File: src/rtl/hb_interp.sv
// Half-band 2x interpolator: each accepted 16-bit input produces an even-phase
// sample (7 symmetric tap pairs) followed by an odd-phase sample (center tap).
module hb_interp (
  input  logic        clk,
  input  logic        reset_n,
  input  logic [15:0] x_in,
  input  logic        x_valid,
  output logic        x_ready,
  output logic [15:0] y_out,
  output logic        y_valid,
  input  logic        y_ready,
  output logic [1:0]  state_dbg
);

  typedef enum logic [1:0] {
    IDLE = 2'd0,
    EVEN = 2'd1,
    ODD  = 2'd2
  } state_t;

  localparam logic signed [15:0] W_EVEN [7] = '{
    16'sd459, -16'sd484, 16'sd749, -16'sd1154, 16'sd1834, -16'sd3323, 16'sd10377
  };
  localparam logic signed [15:0] W_CENTER = 16'sd16383;

  state_t             state_q, state_d;
  logic signed [15:0] d_q [13];
  logic        [15:0] y_q, y_d;
  logic        [15:0] hold_q, hold_d;
  logic               yv_q, yv_d;

  logic               accept;
  logic signed [15:0] e [14];
  logic signed [16:0] pair;
  logic signed [33:0] acc_even, acc_odd;
  logic        [15:0] even_res, odd_res;

  // Floor divide by 2^14 (gain 2 on Q15 taps), then clamp to 16 bits.
  function automatic logic [15:0] scale(input logic signed [33:0] a);
    logic signed [33:0] sh;
    sh = a >>> 14;
    if (sh > 34'sd32767)       scale = 16'h7fff;
    else if (sh < -34'sd32768) scale = 16'h8000;
    else                       scale = sh[15:0];
  endfunction

  assign x_ready   = (state_q == IDLE) || ((state_q == ODD) && y_ready);
  assign accept    = x_valid && x_ready;
  assign y_out     = y_q;
  assign y_valid   = yv_q;
  assign state_dbg = state_q;

  // Filter taps see the line as it will be after the shift: x_in is newest.
  // The oldest tap e[13] is d[12]; nothing older is ever read.
  always_comb begin
    e[0] = x_in;
    for (int k = 1; k < 14; k++) e[k] = d_q[k-1];
  end

  always_comb begin
    acc_even = '0;
    pair     = '0;
    for (int k = 0; k < 7; k++) begin
      pair     = 17'(e[k]) + 17'(e[13-k]);
      acc_even = acc_even + 34'(pair) * 34'(W_EVEN[k]);
    end
    acc_odd  = 34'(e[6]) * 34'(W_CENTER);
    even_res = scale(acc_even);
    odd_res  = scale(acc_odd);
  end

  always_comb begin
    state_d = state_q;
    y_d     = y_q;
    hold_d  = hold_q;
    yv_d    = yv_q;
    case (state_q)
      IDLE: begin
        if (accept) begin
          y_d     = even_res;
          hold_d  = odd_res;
          yv_d    = 1'b1;
          state_d = EVEN;
        end
      end
      EVEN: begin
        if (y_ready) begin
          y_d     = hold_q;
          state_d = ODD;
        end
      end
      ODD: begin
        if (y_ready) begin
          if (accept) begin
            y_d     = even_res;
            hold_d  = odd_res;
            state_d = EVEN;
          end else begin
            yv_d    = 1'b0;
            state_d = IDLE;
          end
        end
      end
      default: begin
        yv_d    = 1'b0;
        state_d = IDLE;
      end
    endcase
  end

  always_ff @(posedge clk or negedge reset_n) begin
    if (!reset_n) begin
      state_q <= IDLE;
      y_q     <= '0;
      hold_q  <= '0;
      yv_q    <= 1'b0;
      for (int k = 0; k < 13; k++) d_q[k] <= '0;
    end else begin
      state_q <= state_d;
      y_q     <= y_d;
      hold_q  <= hold_d;
      yv_q    <= yv_d;
      if (accept) begin
        d_q[0] <= x_in;
        for (int k = 1; k < 13; k++) d_q[k] <= d_q[k-1];
      end
    end
  end

endmodule

File: config.mk
export PLATFORM = sky130hd
export DESIGN_NAME = hb_interp
export DESIGN_NICKNAME = d
export VERILOG_FILES = /design/src/rtl/hb_interp.sv
export SDC_FILE = /design/constraint.sdc
export NUM_CORES = 2
export LEC_CHECK = 0
export ABC_CLOCK_PERIOD_IN_PS = 32800
export CORE_MARGIN = 8
export CORE_UTILIZATION = 40
export CTS_CLUSTER_SIZE = 12
export DETAILED_ROUTE_END_ITERATION = 8
export SYNTH_ARGS = -nofsm -noshare
export SYNTH_HDL_FRONTEND = slang
export SYNTH_SLANG_ARGS = --single-unit
File: constraint.sdc
create_clock -name clk -period 32.8 [get_ports clk]
set_input_delay 6.56 -clock clk [delete_from_list [all_inputs] [get_ports clk]]
set_output_delay 6.56 -clock clk [all_outputs]
set_load 0.005 [all_outputs]
[Word-level counts from Yosys, hierarchy flattened]
Index checks and enable logic that the tools add are counted.
Word-level totals
  output and inout bits: 20
  input port bits: 20
  flip-flop bits (word level): 243
Cells by class
  reduce and logical (&&, ||, !) cells: 10
  equal/unequal tests: 6
  $lt $le $gt $ge: 4
  bitwise gates (word level): 1
  mux-type cells: 20
  multipliers: 8
  $add $sub $neg: 13
Operators with widths (number)
  two-way mux 16 bit: 9
  adder 16 x 16 -> 17 bit: 7
  multiplier 17 x 11 -> 28 bit, second input constant: 3
  one-hot mux 16 bit (3 select lines): 1
  adder 32 x 32 -> 33 bit: 1
  adder 31 x 30 -> 32 bit: 1
  multiplier 17 x 15 -> 32 bit, second input constant: 1
  one-hot mux 16 bit (2 select lines): 1
  adder 30 x 29 -> 31 bit: 1
  multiplier 16 x 15 -> 31 bit, second input constant: 1
  adder 29 x 29 -> 30 bit: 1
  multiplier 17 x 13 -> 30 bit, second input constant: 1
  adder 28 x 28 -> 29 bit: 1
  adder 27 x 27 -> 28 bit: 1
  multiplier 17 x 10 -> 27 bit, second input constant: 1
  multiplier 17 x 8 -> 25 bit, second input constant: 1
  > comparator 19 x 16 -> 1 bit, second input constant: 1
  less-than comparator 19 x 16 -> 1 bit, second input constant: 1
  > comparator 17 x 16 -> 1 bit, second input constant: 1
  less-than comparator 17 x 16 -> 1 bit, second input constant: 1
  != test 2 bit, second input constant: 4
  two-way mux 2 bit: 3
  one-hot mux 2 bit (3 select lines): 1
  AND reduction 3 bit: 2
  12 further kinds: 16

[Logic depth before layout (Yosys ltp)]
  depth in word-level cells: 14
  mapped depth: 60
  gate-level depth less buffers: 59

[Worst setup path before layout]
Ideal clock, no wire load.
  path type: input to register
  start point: input x_in[0]
  end point: register y_q[1] (netlist: y_out[1])
  library setup time: 122 ps
  path slack: 15415 ps
  cell stages on the path: 43
  data required time: 32678 ps
  arrival: 17263 ps
  path through: ha_1 fa_1 a21o_1 a21oi_1 o21bai_1 a21oi_1 o21bai_1 a21oi_1 nor2_1 o21a_1 o41a_1 a41o_1 o31ai_1 ha_1 inv_1 fa_1 inv_1 fa_1 (+7 left out) inv_1 fa_1 inv_1 fa_1 inv_1 ha_1 a21oi_1 o221ai_1 a221o_1 a31oi_1 o21ai_1 a211o_1 or2_2 o21ai_0 nor2_2 nor3_4 buf_6 a21oi_2
On the way
  word-level cells in the longest chain between the ends: 14
RTL lines
  from (decl): RTL line 6  | input logic [15:0] x_in,
  adder 16 x 16 -> 17 bit *: RTL line 64  | pair = 17'(e[k]) + 17'(e[13-k]);
  multiplier 17 x 10 -> 27 bit *: RTL line 65  | acc_even = acc_even + 34'(pair) * 34'(W_EVEN[k]);
  adder 27 x 27 -> 28 bit *: RTL line 65
  adder 28 x 28 -> 29 bit *: RTL line 65
  adder 29 x 29 -> 30 bit *: RTL line 65
  adder 30 x 29 -> 31 bit *: RTL line 65
  adder 31 x 30 -> 32 bit *: RTL line 65
  adder 32 x 32 -> 33 bit *: RTL line 65
  less-than comparator 19 x 16 -> 1 bit: RTL line 43  | else if (sh < -34'sd32768) scale = 16'h8000;
  two-way mux 16 bit: RTL line 43
  two-way mux 16 bit *: RTL line 42  | if (sh > 34'sd32767) scale = 16'h7fff;
  two-way mux 16 bit *: RTL line 79, 94
  two-way mux 16 bit: RTL line 93  | if (y_ready) begin
  one-hot mux 16 bit (3 select lines) *: RTL line 77  | case (state_q)
  to (signal assigned): RTL line 120  | y_q <= y_d;
  to (decl): RTL line 28  | logic [15:0] y_q, y_d;
Every way passes the cells marked *; elsewhere a longest branch is shown, timed or not. The select of a mux whose other input is x is not followed.
A chain may end at the register's enable or synchronous reset.

[Final worst setup path]
  start point: input x_in[0]
  end point: register y_q[5] (netlist: y_out[5])
Same word-level chain as after synthesis.

==> flow_metrics.tcl <==
set metrics [dict create \
    drtAntennaViolNets 0 \
    drt_wl_total_um 127800 \
    worstMarginPinSlew_ns 1.027 \
    layout_common_cells "inv_1 (1420), ha_1 (841), fa_1 (840), nand2_1 (730), dfrtp_1 (242)" \
    drt-pass1-iter-count 5 \
    nNetsFinal 7044 \
    criticalPathCategory "in -> reg" \
    ys.flop_type "dfrtp_1" \
    synth_area_leaders "fa_1 (34%), ha_1 (21%), dfrtp_1 (12%), inv_1 (11%), nand2_1 (5.6%)" \
    coreArea_sq_um 123200 \
    max_stage_delay_ns 0.68 \
    cts_buffer_depth 3 \
    reg2reg_from "d_q[160]" \
    numClockSinks 243 \
    path_max_fanout 15 \
    finalCritPeriodShare 0.5494 \
    clock.fmax_ghz 0.05549 \
    pre_cts_slack_ns 14.26 \
    hold_class "reg -> reg" \
    drive_gt1_frac 0.03134 \
    yosysSeqAreaShare 0.1231 \
    ys_ff_latch 243 \
    routabilityCongestion 0.9500 \
    antenna_found_initial 4 \
    synthArstFlopShare 1.000 \
    start_util 0.4011 \
    die_h_um 367.4 \
    drc 0 \
    synth.yosys.warnings 0 \
    row_count 129 \
    rr_worst_depth 56 \
    clock_skew_ns 0.01451 \
    ys_types 85 \
    finalHoldViolCount 0 \
    cp.arrival_ns 18.45 \
    grt_overflow 0 \
    viasPerCell 4.866 \
    layout_min_cycle_time_ns 18.02 \
    drtIter0Drc 1864 \
    ios 40 \
    status "finished clean" \
    synth.avg_cell_area_sq_um 9.335 \
    syn2layout_area_growth_pct 7.165 \
    netlist_area_sq_um 49400 \
    first_global_vias 36390 \
    fin_setup_tns_ns 0 \
    grtUsageTotal 0.1926 \
    r2r_slack_ns 16.99 \
    slew_viol_final 0 \
    nFillCells 12030 \
    hold_end "d_q[13]" \
    final_common_cell "inv_1" \
    crit_buf_inv 3 \
    syn_inst 5292 \
    post_cts_buffers 0 \
    hp-start "d_q[13]" \
    relSlewSlack 0.3102 \
    clk_transition_reported_paths_ns 0.06 \
    synth_area_leader_cell "fa_1" \
    synth_edf_count 0 \
    whs_path_depth 2 \
    worstSetupStartpointType "input port" \
    cts.htree.levels 1 \
    dieArea_sq_um 135000 \
    critPathCaptureType "flop" \
    rsz0062_at_grt "no" \
    die_w_um 367.4 \
    critPathTopFamily "adder cells" \
    finalSetupViolCount 0 \
    dp_hpwl_um 112100 \
    ctsHoldBuffers 0 \
    numCtsBuffers 28 \
    clk_latency_ns 0.57 \
    regToRegEndpoint "y_out[5]" \
    layout_setup_ws_ns 14.78 \
    placement.io_buffers 39 \
    synth_nets 6993 \
    grt_pass1_wl_um 205200 \
    cpMostUsedCell "fa_1" \
    cp_slowest_cell "o211ai_1" \
    via_count 34060 \
    cts_resized 0 \
    wl_per_cell_um 18.25 \
    cts-root-buf "clkbuf_16" \
    grt_max_degree 164 \
    cap_violations 0 \
    tritoncts "done" \
    synth_top_area_frac 0.3404 \
    critical_path_required_ns 33.23 \
]
-- worst register-to-register path: cells and delay by family, from the launching register on --
family                   cells  cell delay, ns
AO/OA/AOI/OAI               19            3.62
XOR/XNOR                     3            1.48
adder cells (fa/ha/maj)     18            7.74
buffers and inverters       11            0.84
flip-flops                   1            0.57
AND/OR/NAND/NOR              5            1.42
-- how the worst max path moves through the flow --
stage / startpoint / endpoint / slack, ns / cells past startpoint
2_1_floorplan: x_in[0] / y_out[1] / 15.42 / 43
3_3_place_gp: x_in[0] / y_out[5] / 14.40 / 36
3_5_place_dp: x_in[0] / y_out[5] / 14.26 / 36
4_1_cts: x_in[0] / y_out[5] / 14.88 / 36
5_1_grt: x_in[0] / y_out[5] / 14.28 / 36
6_report: x_in[0] / y_out[5] / 14.78 / 36
-- synth_stat cells (5+ instances only) --
library cell,count
inv_1,1420
ha_1,841
fa_1,840
nand2_1,731
dfrtp_1,243
xnor2_1,175
a21oi_1,153
nor2_1,142
xor2_1,90
clkbuf_1,65
o21ai_0,57
nor3_1,49
o21ai_1,47
nand3_1,43
a21o_1,39
nand2b_1,28
nor2b_1,26
o21bai_1,24
o21a_1,21
and3_1,17
or2_2,17
or3_1,15
a211oi_1,12
a211o_1,11
a21oi_2,11
a31oi_1,10
mux2i_1,9
a21boi_1,8
and2_1,8
o2111ai_1,8
o211ai_1,8
a21boi_0,7
a41o_1,7
mux2_1,7
nor4_1,7
nand4_1,6
o31a_1,6
a221oi_2,5
-- state kept, by name, summed over array words and instances, names as in the netlist --
name and flops:
y_valid 1, y_out 16, state_dbg 2, hold_q 16
d_q 208
-- routing by layer --
layer	routed length, um	GRT usage
met2	61080	0.3301
met5	7	0
met1	57810	0.2633
met4	3716	0.04577
met3	5141	0.01756
-- final cells by class --
type,instances,area (sq um),share of cell area
timing repair buffer,93,813.3,0.01536
inverter,1426,5355,0.1012
sequential,243,6082,0.1149
tap,1637,2048,0.03869
clock buffer,37,784.5,0.01482
antenna,1,2.502,0.00004727
clock inverter,11,81.33,0.001536
multi-input combinational,3551,37770,0.7135
-- kinds of logic after synthesis --
family,share of synthesized area
other,0.00007591
DFF,0.1231
and+or+nand+nor,0.09326
buffers and inverters,0.1142
AOI/OAI and AO/OA,0.06411
adders and majority gates,0.5536
muxes,0.004331
xor gates and xnor gates,0.04731
-- metrics by stage --
step / hold WS (ns) / instances / cell area [sq um] / utilization
after global routing: 0.5104 / 6998 / 52940 / 0.4299
after global placement: 0.4660 / 6950 / 52070 / 0.4228
after CTS: 0.4890 / 6998 / 52940 / 0.4299
after detailed placement: 0.4722 / 6950 / 52070 / 0.4228
final: 0.4817 / 6999 / 52940 / 0.4299
after floorplan: 0.4499 / 5292 / 49400 / -
Power is not shown: default switching activity piles up to over one toggle a cycle in this logic, so the estimate is an artifact.
